### src/rtl/cadu_pkg.sv
// Shared state encoding, sync-marker constant and popcount helper for the CADU sync path.
package cadu_pkg;

    typedef enum logic [2:0] {
        IDLE,
        ACQUIRE,
        WAIT_RESULT,
        SKIP,
        TRACK
    } state_t;

    localparam logic [31:0] CADU_SYNC_WORD = 32'h1ACFFC1D;

    function automatic logic [5:0] popcount32(input logic [31:0] v);
        logic [5:0] c;
        c = '0;
        for (int i = 0; i < 32; i++) c = c + 6'(v[i]);
        return c;
    endfunction

endpackage

### src/rtl/cadu_sync_ctrl_uw_check.sv
// Sync-word checker: shifts in the first 32 bits of a frame, then flags good/bad one cycle after the 32nd bit.
// No backpressure; bits are taken whenever shift is high.
module uw_check
    import cadu_pkg::*;
#(
    parameter logic [31:0] SYNC_WORD    = CADU_SYNC_WORD,
    parameter int          MAX_SYNC_ERR = 3
) (
    input  logic clk,
    input  logic rst,
    input  logic shift,
    input  logic din,
    input  logic last,
    output logic vld,
    output logic good
);

    logic [31:0] sr;
    logic [31:0] sr_nxt;

    assign sr_nxt = {sr[30:0], din};

    always_ff @(posedge clk or posedge rst) begin
        if (rst) begin
            sr   <= '0;
            vld  <= 1'b0;
            good <= 1'b0;
        end else begin
            vld <= shift && last;
            if (shift) sr <= sr_nxt;
            // Compare against the word including the bit arriving this cycle.
            if (shift && last) good <= (popcount32(sr_nxt ^ SYNC_WORD) <= 6'(MAX_SYNC_ERR));
        end
    end

endmodule

### src/rtl/cadu_sync_ctrl.sv
// CADU frame sync sequencer: acquire via external correlator, align to its offset, track and re-check the sync word.
// Bit paths have 1-cycle latency; valid_in low stalls all counters, there is no downstream backpressure.
module cadu_sync_ctrl
    import cadu_pkg::*;
#(
    parameter int          BITS_PER_FRAME = 8192,
    parameter int          NUM_FRAMES     = 8,
    parameter logic [31:0] SYNC_WORD      = CADU_SYNC_WORD,
    parameter int          MAX_SYNC_ERR   = 3,
    parameter int          MISS_LIMIT     = 4,
    localparam int         POS_W          = $clog2(BITS_PER_FRAME),
    localparam int         MISS_W         = $clog2(MISS_LIMIT + 1)
) (
    input  logic              clk,
    input  logic              rst_in,
    input  logic              hard_inp,
    input  logic              valid_in,
    output logic              corr_hard_out,
    output logic              corr_valid_out,
    input  logic              corr_ready_rx,
    input  logic              corr_done,
    input  logic [POS_W-1:0]  corr_offset,
    output logic              bit_out,
    output logic              bit_valid_out,
    output logic              frame_start_out,
    output logic              locked_out,
    output logic [MISS_W-1:0] miss_count_out
);

    localparam int ACQ_BITS = NUM_FRAMES * BITS_PER_FRAME;
    localparam int ACQ_W    = $clog2(ACQ_BITS);

    state_t           state;
    logic [POS_W-1:0] pos;
    logic [POS_W-1:0] pos_nxt;
    logic [POS_W-1:0] off_q;
    logic [POS_W-1:0] frm_idx;
    logic [ACQ_W-1:0] acq_cnt;
    logic             at_start;
    logic             at_end;
    logic             done_hit;
    logic             uw_shift;
    logic             uw_last;
    logic             uw_vld;
    logic             uw_good;

    always_comb begin
        pos_nxt = (pos == POS_W'(BITS_PER_FRAME - 1)) ? '0 : pos + 1'b1;
        // Bit index within the frame, wrapped modulo the frame length.
        if (pos >= off_q) frm_idx = pos - off_q;
        else              frm_idx = pos + POS_W'(BITS_PER_FRAME) - off_q;
        at_start = (pos == off_q);
        at_end   = (frm_idx == POS_W'(BITS_PER_FRAME - 1));
        done_hit = corr_done && valid_in && (pos == corr_offset);
        uw_shift = 1'b0;
        uw_last  = 1'b0;
        case (state)
            WAIT_RESULT: uw_shift = done_hit;
            SKIP:        uw_shift = valid_in && at_start;
            TRACK: begin
                uw_shift = valid_in && (frm_idx < POS_W'(32));
                uw_last  = (frm_idx == POS_W'(31));
            end
            default: ;
        endcase
    end

    uw_check #(
        .SYNC_WORD    (SYNC_WORD),
        .MAX_SYNC_ERR (MAX_SYNC_ERR)
    ) u_uw_check (
        .clk   (clk),
        .rst   (rst_in),
        .shift (uw_shift),
        .din   (hard_inp),
        .last  (uw_last),
        .vld   (uw_vld),
        .good  (uw_good)
    );

    always_ff @(posedge clk or posedge rst_in) begin
        if (rst_in) begin
            state           <= IDLE;
            pos             <= '0;
            off_q           <= '0;
            acq_cnt         <= '0;
            corr_hard_out   <= 1'b0;
            corr_valid_out  <= 1'b0;
            bit_out         <= 1'b0;
            bit_valid_out   <= 1'b0;
            frame_start_out <= 1'b0;
            locked_out      <= 1'b0;
            miss_count_out  <= '0;
        end else begin
            corr_valid_out  <= 1'b0;
            bit_valid_out   <= 1'b0;
            frame_start_out <= 1'b0;
            if (valid_in && state != IDLE) pos <= pos_nxt;
            case (state)
                IDLE: begin
                    if (corr_ready_rx) begin
                        state   <= ACQUIRE;
                        pos     <= '0;
                        acq_cnt <= '0;
                    end
                end
                ACQUIRE: begin
                    corr_valid_out <= valid_in;
                    if (valid_in) begin
                        corr_hard_out <= hard_inp;
                        acq_cnt       <= acq_cnt + 1'b1;
                        if (acq_cnt == ACQ_W'(ACQ_BITS - 1)) state <= WAIT_RESULT;
                    end
                end
                WAIT_RESULT: begin
                    if (corr_done) begin
                        off_q <= corr_offset;
                        if (done_hit) begin
                            bit_out         <= hard_inp;
                            bit_valid_out   <= 1'b1;
                            frame_start_out <= 1'b1;
                            locked_out      <= 1'b1;
                            state           <= TRACK;
                        end else begin
                            state <= SKIP;
                        end
                    end
                end
                SKIP: begin
                    if (valid_in && at_start) begin
                        bit_out         <= hard_inp;
                        bit_valid_out   <= 1'b1;
                        frame_start_out <= 1'b1;
                        locked_out      <= 1'b1;
                        state           <= TRACK;
                    end
                end
                TRACK: begin
                    if (uw_vld) begin
                        if (uw_good) miss_count_out <= '0;
                        else if (miss_count_out != MISS_W'(MISS_LIMIT))
                            miss_count_out <= miss_count_out + 1'b1;
                    end
                    if (valid_in) begin
                        bit_out         <= hard_inp;
                        bit_valid_out   <= 1'b1;
                        frame_start_out <= at_start;
                        // Lock is dropped only once the frame holding the final miss has gone out.
                        if (at_end && miss_count_out == MISS_W'(MISS_LIMIT)) begin
                            locked_out     <= 1'b0;
                            miss_count_out <= '0;
                            state          <= IDLE;
                        end
                    end
                end
                default: state <= IDLE;
            endcase
        end
    end

endmodule

### config.mk
export PLATFORM = sky130hd
export DESIGN_NAME = cadu_sync_ctrl
export DESIGN_NICKNAME = d
export VERILOG_FILES = /design/src/rtl/cadu_pkg.sv /design/src/rtl/cadu_sync_ctrl_uw_check.sv /design/src/rtl/cadu_sync_ctrl.sv
export SDC_FILE = /design/constraint.sdc
export NUM_CORES = 1
export LEC_CHECK = 0
export BUFFER_PORTS_ARGS = -buffer_cell sky130_fd_sc_hd__buf_2
export CORE_MARGIN = 4
export CORE_UTILIZATION = 37
export CTS_BUF_LIST = sky130_fd_sc_hd__clkbuf_8
export CTS_CLUSTER_DIAMETER = 60
export DETAILED_ROUTE_END_ITERATION = 6
export PLACE_DENSITY = 0.62
export SYNTH_ARGS = -nofsm -noshare
export SYNTH_HDL_FRONTEND = slang
export SYNTH_SLANG_ARGS = --single-unit
### constraint.sdc
create_clock -name clk -period 11.8 [get_ports clk]
set_input_delay 1.18 -clock clk [delete_from_list [all_inputs] [get_ports clk]]
set_output_delay 1.18 -clock clk [all_outputs]
set_load 0.01 [all_outputs]
=== Word-level counts from Yosys, hierarchy flattened ===
Cells that the tools add are included.
Widths: inputs -> output; s select.

* Bits in registers: 87
* Bits of input ports: 19
* Output and inout port bits: 9
* Logic and storage cells: 131

* Add/subtract/negate cells: 35
* Order comparisons: 2
* Equality and inequality tests: 20
* Muxes and demuxes: 42
* Bitwise logic cells: 1
* Reductions and logical operators: 17

{| class="wikitable"
|+ Operator list
! kind !! count
|-
| $add 6x1->6 || 30
|-
| $mux 13 || 4
|-
| $mux 3 || 13
|-
| $mux 16 || 2
|-
| $pmux 16 s2 || 1
|-
| $eq 13x13->1 || 2
|-
| $eq 13x13->1 const B || 2
|-
| $not 19->19 || 1
|-
| $add 16x1->16 const B || 1
|-
| $eq 16x16->1 const B || 1
|-
| $mux 1 || 16
|-
| $ne 2x2->1 const B || 8
|-
| $pmux 1 s3 || 5
|-
| $pmux 3 s5 || 1
|-
| $add 13x1->13 const B || 1
|-
| $eq 13x5->1 const B || 1
|-
| $lt 13x6->1 const B || 1
|-
| $sub 13x13->13 || 1
|-
| $logic_and 1x1->1 || 7
|-
| $reduce_and 7->1 || 1
|-
| $eq 3x2->1 const B || 2
|-
| $eq 3x3->1 const B || 2
|-
| $le 6x2->1 const B || 1
|-
| $reduce_and 6->1 || 1
|-
| other kinds (10) || 12
|}

=== Logic depth before layout (Yosys ltp) ===
Gate-level depths: netlist (run 1).

* Word-level depth: 33
* Mapped depth: 18
* Mapped depth without buffers: 18

=== Hierarchy ===
Synthesis (run 1) repeated with hierarchy kept, for this count alone.

* Cell total of the unflattened synthesis: 582
* Area total of the unflattened synthesis: 5467.7 um^2

{| class="wikitable"
|+ Modules (own cells, without submodules)
! module !! times used !! cells each !! area an instance (um^2)
|-
| cadu_sync_ctrl || 1 || 395 || 3484.6
|-
| uw_check || 1 || 187 || 1983.2
|}

=== Worst setup path before layout (run 1) ===
No wires, ideal clock.

* Path kind: input to register
* Start point: input port hard_inp
* End point: register u_uw_check.good
* Library setup time: 0.079 ns
* Data arrival time: 5.629 ns
* Setup slack: 6.092 ns
* Cell stages on the path: 15
* Path buffers: 0
* Cells stage by stage: inv_1 > ha_1 > fa_1 > inv_1 > fa_1 > fa_1 > inv_1 > fa_1 > fa_1 > fa_1 > fa_1 > fa_1 > o21ai_0 > nand2_1 > mux2i_1

* Word-level cells in the longest chain between the ends: 33

{| class="wikitable"
|+ Ends and longest elaborated chain
! what !! line !! RTL
|-
| start, declared || cadu_sync_ctrl.sv:16 || <nowiki>input logic hard_inp,</nowiki>
|-
| $not 19->19 (no source line) || - ||
|-
| $add 1x1->2 || cadu_pkg.sv:17 || <nowiki>for (int i = 0; i < 32; i++) c = c + 6'(v[i]);</nowiki>
|-
| $add 6x1->6 (30 in series) || cadu_pkg.sv:17 ||
|-
| $le 6x2->1 || cadu_sync_ctrl_uw_check.sv:32 || <nowiki>if (shift && last) good <= (popcount32(sr_nxt ^ SYNC_WORD) <= 6'(MAX_SYNC_ERR));</nowiki>
|-
| end signal, assigned || cadu_sync_ctrl_uw_check.sv:32 ||
|-
| end, declared || cadu_sync_ctrl_uw_check.sv:15 || <nowiki>output logic good</nowiki>
|}

No other way between the ends.
A chain may end at the register's enable or synchronous reset.

=== Final worst setup path (run 1) ===
Ends and elaborated chain as after synthesis.

==> summary.md, run 1 <==
| Metric | Value |
|---|---|
| Outcome | `finished, final reports clean` |
| Starting density of the core | `37.9%` |
| Rows | `44` |
| Final ANT Viol Nets | `0` |
| CTS tree | `done` |
| NetSw | `0.000203 W` |
| Final hold vios | `0` |
| Net Count, Synth | `614` |
| Max-slew headroom | `25.9%` |
| Die W | `130 um` |
| Total gr overflow | `0` |
| Library cells used by synthesis | `62` |
| Placed insts | `742` |
| Num Clock Sinks | `87` |
| Via count | `3,951` |
| Layout Skew | `11.5 ps` |
| Final setup vio count | `0` |
| Startpoint Class | `input port` |
| Most common cell after layout, fill and taps aside | `dfrtp_1` |
| Worst Setup Path Type | `in -> reg` |
| Unrepaired setup endpoints after global routing | `no` |
| Syn Inst Count | `546` |
| GPL Wtd Cong | `0.834` |
| P_leak | `2.78 nW` |
| Synthesized cell area | `5500 sq um` |
| CTS resizes | `0` |
| Total core area | `14,500 sq um` |
| Max-cap viol count | `0` |
| Clock Root Buffer | `clkbuf_8` |
| Reg power frac | `49.2%` |
| Worst endpoint required time | `12,110 ps` |
| Fin crit share | `47.1%` |
| PD cells | `114 nW/um^2` |
| Yosys warnings | `0` |
| P&R area growth vs syn | `9.46%` |
| Nets | `637` |
| Largest cells by area after synthesis | `dfrtp_1 (40%), fa_1 (9.1%), ha_1 (5.5%), mux2i_1 (4.7%), inv_1 (4.6%)` |
| Post-synthesis sequential area ratio | `39.6%` |
| Fin crit period | `5560 ps` |
| Actual transition at the worst max-transition pin | `1110 ps` |
| Setup_tns | `0 ps` |
| # IOs | `28` |
| Synth area leader | `dfrtp_1` |
| Worst-path clk slew | `100 ps` |
| Endpoint type of the worst setup path | `flip-flop` |
| Switching Fraction | `29.6%` |
| Yosys top cell area share | `39.6%` |
| Fmax | `180 MHz` |
| Largest net degree at the start of global routing | `88` |
| HP Class | `reg -> reg` |
| H-tree levels | `3` |
| Slew Limit Fails | `0` |
| Setup bufs post-CTS | `0` |
| CP arrival | `5870 ps` |
| Antenna cell count | `0` |
| Peak VDD IR | `0.126 mV` |
| Drt drc | `0` |
| Global-route wire length before repair | `19,800 um` |
| Count of non-filler cells in the finished layout | `758` |
| Initial DRT Pass Iterations | `4` |
| Most frequent cells in the layout | `dfrtp_1 (87), inv_1 (67), nand2_1 (40)` |
| Avg Inst Size Synth | `10.1 sq um` |
| WL/cell | `15.0 um` |
| Post-synth EDFFs | `0` |
| Vias in the first global route | `4,041` |
| Fin area | `6020 sq um` |
| Dpl hpwl | `8600 um` |
| FILL cells | `1,463` |
| Total track usage | `14.8%` |
| Layout cells sized above 1 | `10.8%` |
| Initial antenna violation count | `0` |
| Clock Tree Buf Depth | `2` |
| Combinational share of power | `16.0%` |
| Die Y | `130 um` |
| #FFs+latches synth | `87` |
| DRT iter0 DRCs | `201` |
| Clock Power Share | `34.8%` |
| Vias per Instance | `5.21` |
| Ys async rst share | `100%` |
| Die area | `16,900 sq um` |
| Later-pin clock latency in the skew report | `380 ps` |
| Main synth FF type | `dfrtp_1` |
| Dpl cell area | `5790 sq um` |
| Internal cell power | `0.000484 W` |
| Peak fanout along the critical path | `4` |
| Hold buffers post-CTS | `0` |
| Min Hold Slack | `486 ps` |
| WL final | `11,400 um` |
| CTS buffer count | `9` |
| PortBufs | `27` |
==> cell usage after synthesis (7+ instances only) <==
cell      instances
inv_1            68
nor2_1           27
o31ai_1           7
nand3_1          26
mux2_4            7
dfrtp_1          87
nand4_1           7
xor2_1           18
clkbuf_1         12
nand2_1          40
and3_1           10
nor2b_1           8
a21oi_1          15
xnor2_1          15
mux2i_1          26
o211ai_1          9
nor3_1            8
o21ai_0          23
fa_1             25
ha_1             24
==> cells by family after synthesis <==
| family | after synthesis | share of synthesized area, % |
|---|---|---|
| xor+xnor | 33 | 5.25 |
| compound gates | 96 | 11.7 |
| mux | 39 | 7.87 |
| flops | 87 | 39.6 |
| fa+ha+maj | 49 | 14.6 |
| buf+inv | 85 | 6.30 |
| simple gates | 157 | 14.8 |
==> sequential cells by signal (all words and copies together) (netlist names) <==
register,count
acq_cnt,16
bit_out,1
bit_valid_out,1
corr_hard_out,1
corr_valid_out,1
frame_start_out,1
locked_out,1
miss_count_out,3
off_q,13
pos,13
state,3
u_uw_check.good,1
u_uw_check.sr,31
u_uw_check.vld,1
==> per-layer routing <==
| metal | wire, um | share of wire [%] | GRT usage, % | vias to the layer above |
|---|---|---|---|---|
| met5 | 0 | 0 | 0 | - |
| met4 | 146 | 1.3 | 4.83 | 0 |
| met3 | 409 | 3.6 | 2.62 | 11 |
| met2 | 5490 | 48 | 24.3 | 66 |
| met1 | 5340 | 47 | 19.9 | 1950 |
| li1 | - | - | - | 1924 |
==> stage by stage <==
stage               utilization [%]  power (W)  setup slack (ps)
floorplan                         -   0.000422              6090
global placement               39.9   0.000448              5860
detailed placement             39.9   0.000453              5830
CTS                            41.4   0.000695              6230
global route                   41.4   0.000726              6010
finish                         41.4   0.000687              6240
==> critical path: stages <==
cell and delay [ps]:
buf_2 110, inv_1 40, ha_1 300, fa_1 500, inv_1 50, fa_1 470
fa_1 520, inv_1 50, fa_1 530, fa_1 440, fa_1 490, fa_1 450
fa_1 390, o21ai_0 160, nand2_1 70, mux2i_1 120
==> layout make-up <==
class	instances	area, sq um	area share, %
clock inverter	7	106	1.77
inverter	68	256	4.26
tap	184	230	3.82
sequential	87	2180	36.2
multi-input combinational	374	2980	49.4
clock buffer	9	124	2.06
timing repair buffer	29	150	2.49
==> power groups by stage <==
stage                     combinational (W)  clock, W  sequential, W
final                              0.000110  0.000239       0.000338
after detailed placement           0.000110         0       0.000343
after global routing               0.000126  0.000259       0.000341
after floorplan                   0.0000833         0       0.000339
after global placement             0.000106         0       0.000342
after CTS                          0.000111  0.000246       0.000338
==> path summary, 6_finish.rpt <==
kind                                  start               to  slack [ps]  depth (start not counted)
setup reg to reg           u_uw_check.sr[0]  u_uw_check.good        6790                         14
setup / recovery                   hard_inp  u_uw_check.good        6240                         16
hold / removal                  acq_cnt[15]      acq_cnt[15]         490                          1
max in group asynchronous            rst_in        off_q[10]        9950                          3
min in group asynchronous            rst_in    bit_valid_out        1110                          3
hold reg to reg                 acq_cnt[15]      acq_cnt[15]         490                          1
No activity file was read; power rests on OpenSTA's default activity.
==> run 2, diff against run 1 <==
- PLACE_DENSITY: 0.62 -> 0.64
- clock period: 11.8 -> 4.9 ns (I/O delays scaled with it)
==> summary.md, run 2 (synthesis results as in run 1) <==
| Metric | Value |
|---|---|
| Outcome | `finished, final reports clean` |
| Total gr overflow | `0` |
| Min Hold Slack | `65.2 ps` |
| DRT iter0 DRCs | `239` |
| Largest net degree at the start of global routing | `66` |
| Num Clock Sinks | `87` |
| Endpoint type of the worst setup path | `flip-flop` |
| Slew Limit Fails | `0` |
| Fin crit share | `96.7%` |
| Clock Tree Buf Depth | `2` |
| Slowest-stage cell, CP | `fa_1` |
| Dpl hpwl | `8850 um` |
| Most frequent cells in the layout | `dfrtp_1 (87), inv_1 (67), nand2_1 (40)` |
| FILL cells | `1,464` |
| Worst Setup Path Type | `reg -> reg` |
| Later-pin clock latency in the skew report | `380 ps` |
| Initial antenna violation count | `0` |
| H-tree levels | `3` |
| Fin crit period | `4740 ps` |
| Buffer and inverter count on the worst path | `2` |
| Drt drc | `0` |
| Via count | `3,968` |
| PortBufs | `27` |
| Vias in the first global route | `4,105` |
| Reg with most FFs | `u_uw_check.sr` |
| Startpoint Class | `flip-flop` |
| Final hold vios | `0` |
| Chain of cells forming the critical path | `ha_4, fa_1, inv_1, fa_1, fa_1, inv_1, fa_1, fa_1, fa_1, fa_2, fa_2, o21ai_1, nand2_1, mux2i_1` |
| Largest registers | `u_uw_check.sr: 31 flops, acq_cnt: 16 flops` |
| Antenna cell count | `0` |
| Final setup vio count | `0` |
| Fmax | `211 MHz` |
| Worst-path clk slew | `100 ps` |
| PD cells | `261 nW/um^2` |
| Most common cell after layout, fill and taps aside | `dfrtp_1` |
| CTS tree | `done` |
| Layout cells sized above 1 | `11.9%` |
| Die area | `16,900 sq um` |
| # IOs | `28` |
| P_leak | `2.78 nW` |
| Register area | `2180 sq um` |
| Total power | `0.00157 W` |
| CTS buffer count | `9` |
| Total core area | `14,500 sq um` |
| Clock Root Buffer | `clkbuf_8` |
| WL final | `11,700 um` |
| Multi-input logic area | `3000 sq um` |
| Worst endpoint required time | `5210 ps` |
| Nets | `641` |
| Peak fanout along the critical path | `2` |
| Final ANT Viol Nets | `0` |
| Total track usage | `14.8%` |
| Layout Skew | `12.0 ps` |
| Max-slew headroom | `42.7%` |
| Die Y | `130 um` |
| Max-cap viol count | `0` |
| Unrepaired setup endpoints after global routing | `yes` |
| Starting density of the core | `37.9%` |
| GPL Wtd Cong | `0.857` |
| Delay-heaviest family, CP | `adder cells` |
| Crit-path max cell delay | `500 ps` |
| Setup_tns | `0 ps` |
| Global-route wire length before repair | `19,900 um` |
| Count of non-filler cells in the finished layout | `762` |
| Most used cell, CP | `fa_1` |
| Vias per Instance | `5.21` |
| Rows | `44` |
| Die W | `130 um` |
| Actual transition at the worst max-transition pin | `852 ps` |
| P&R area growth vs syn | `9.39%` |
| Peak VDD IR | `0.181 mV` |
| Placed insts | `744` |
| Max FFs per register | `31` |
| Initial DRT Pass Iterations | `4` |
| CP arrival | `5050 ps` |
| Hold buffers post-CTS | `0` |
| HP Class | `in -> async` |
| WL/cell | `15.4 um` |
run 2: layout make-up:
type / count / share of cell area, %
multi-input cells: 374 / 49.8
flip-flops and latches: 87 / 36.2
inverters: 68 / 4.26
well taps: 184 / 3.83
repair buffers: 33 / 2.99
clock buffers: 9 / 2.06
clock inverters: 7 / 0.915
run 2: what timing repair did:
action | in CTS | in global routing
buffers inserted | 0 | 2
endpoints found under the setup margin | 0 | 1
gates resized for setup | 0 | 2
run 2: final timing paths:
path / startpoint / to / slack (ps) / cells after the start
setup / recovery: u_uw_check.sr[0] / u_uw_check.good / 160 / 14
min in group clk: corr_offset[3] / off_q[3] / 340 / 3
hold reg to reg: acq_cnt[14] / acq_cnt[14] / 490 / 1
max in group asynchronous: rst_in / off_q[9] / 3680 / 3
hold / removal: rst_in / u_uw_check.sr[28] / 70 / 2
setup reg to reg: u_uw_check.sr[0] / u_uw_check.good / 160 / 14
run 2: power by group:
part	total [W]	switching, W	internal, W
clock	0.000486	0.000294	0.000192
combinational	0.000269	0.000153	0.000115
sequential	0.000817	0.0000580	0.000759
run 2: through the flow:
step	setup slack [ps]	instance area, sq um	utilization, %
2_1_floorplan	2.69	5500	-
3_3_place_gp	-200	5810	40.0
3_5_place_dp	-253	5810	40.0
4_1_cts	1.95	5990	41.2
5_1_grt	-38.7	6020	41.4
6_report	162	6020	41.4
run 2: routing by layer:
layer	up-vias	share of wire (%)	GRT usage (%)
met5	-	0	0
met4	0	1.6	4.34
met3	16	2.9	2.82
met2	73	49	23.8
met1	1948	47	20.4
li1	1931	-	-
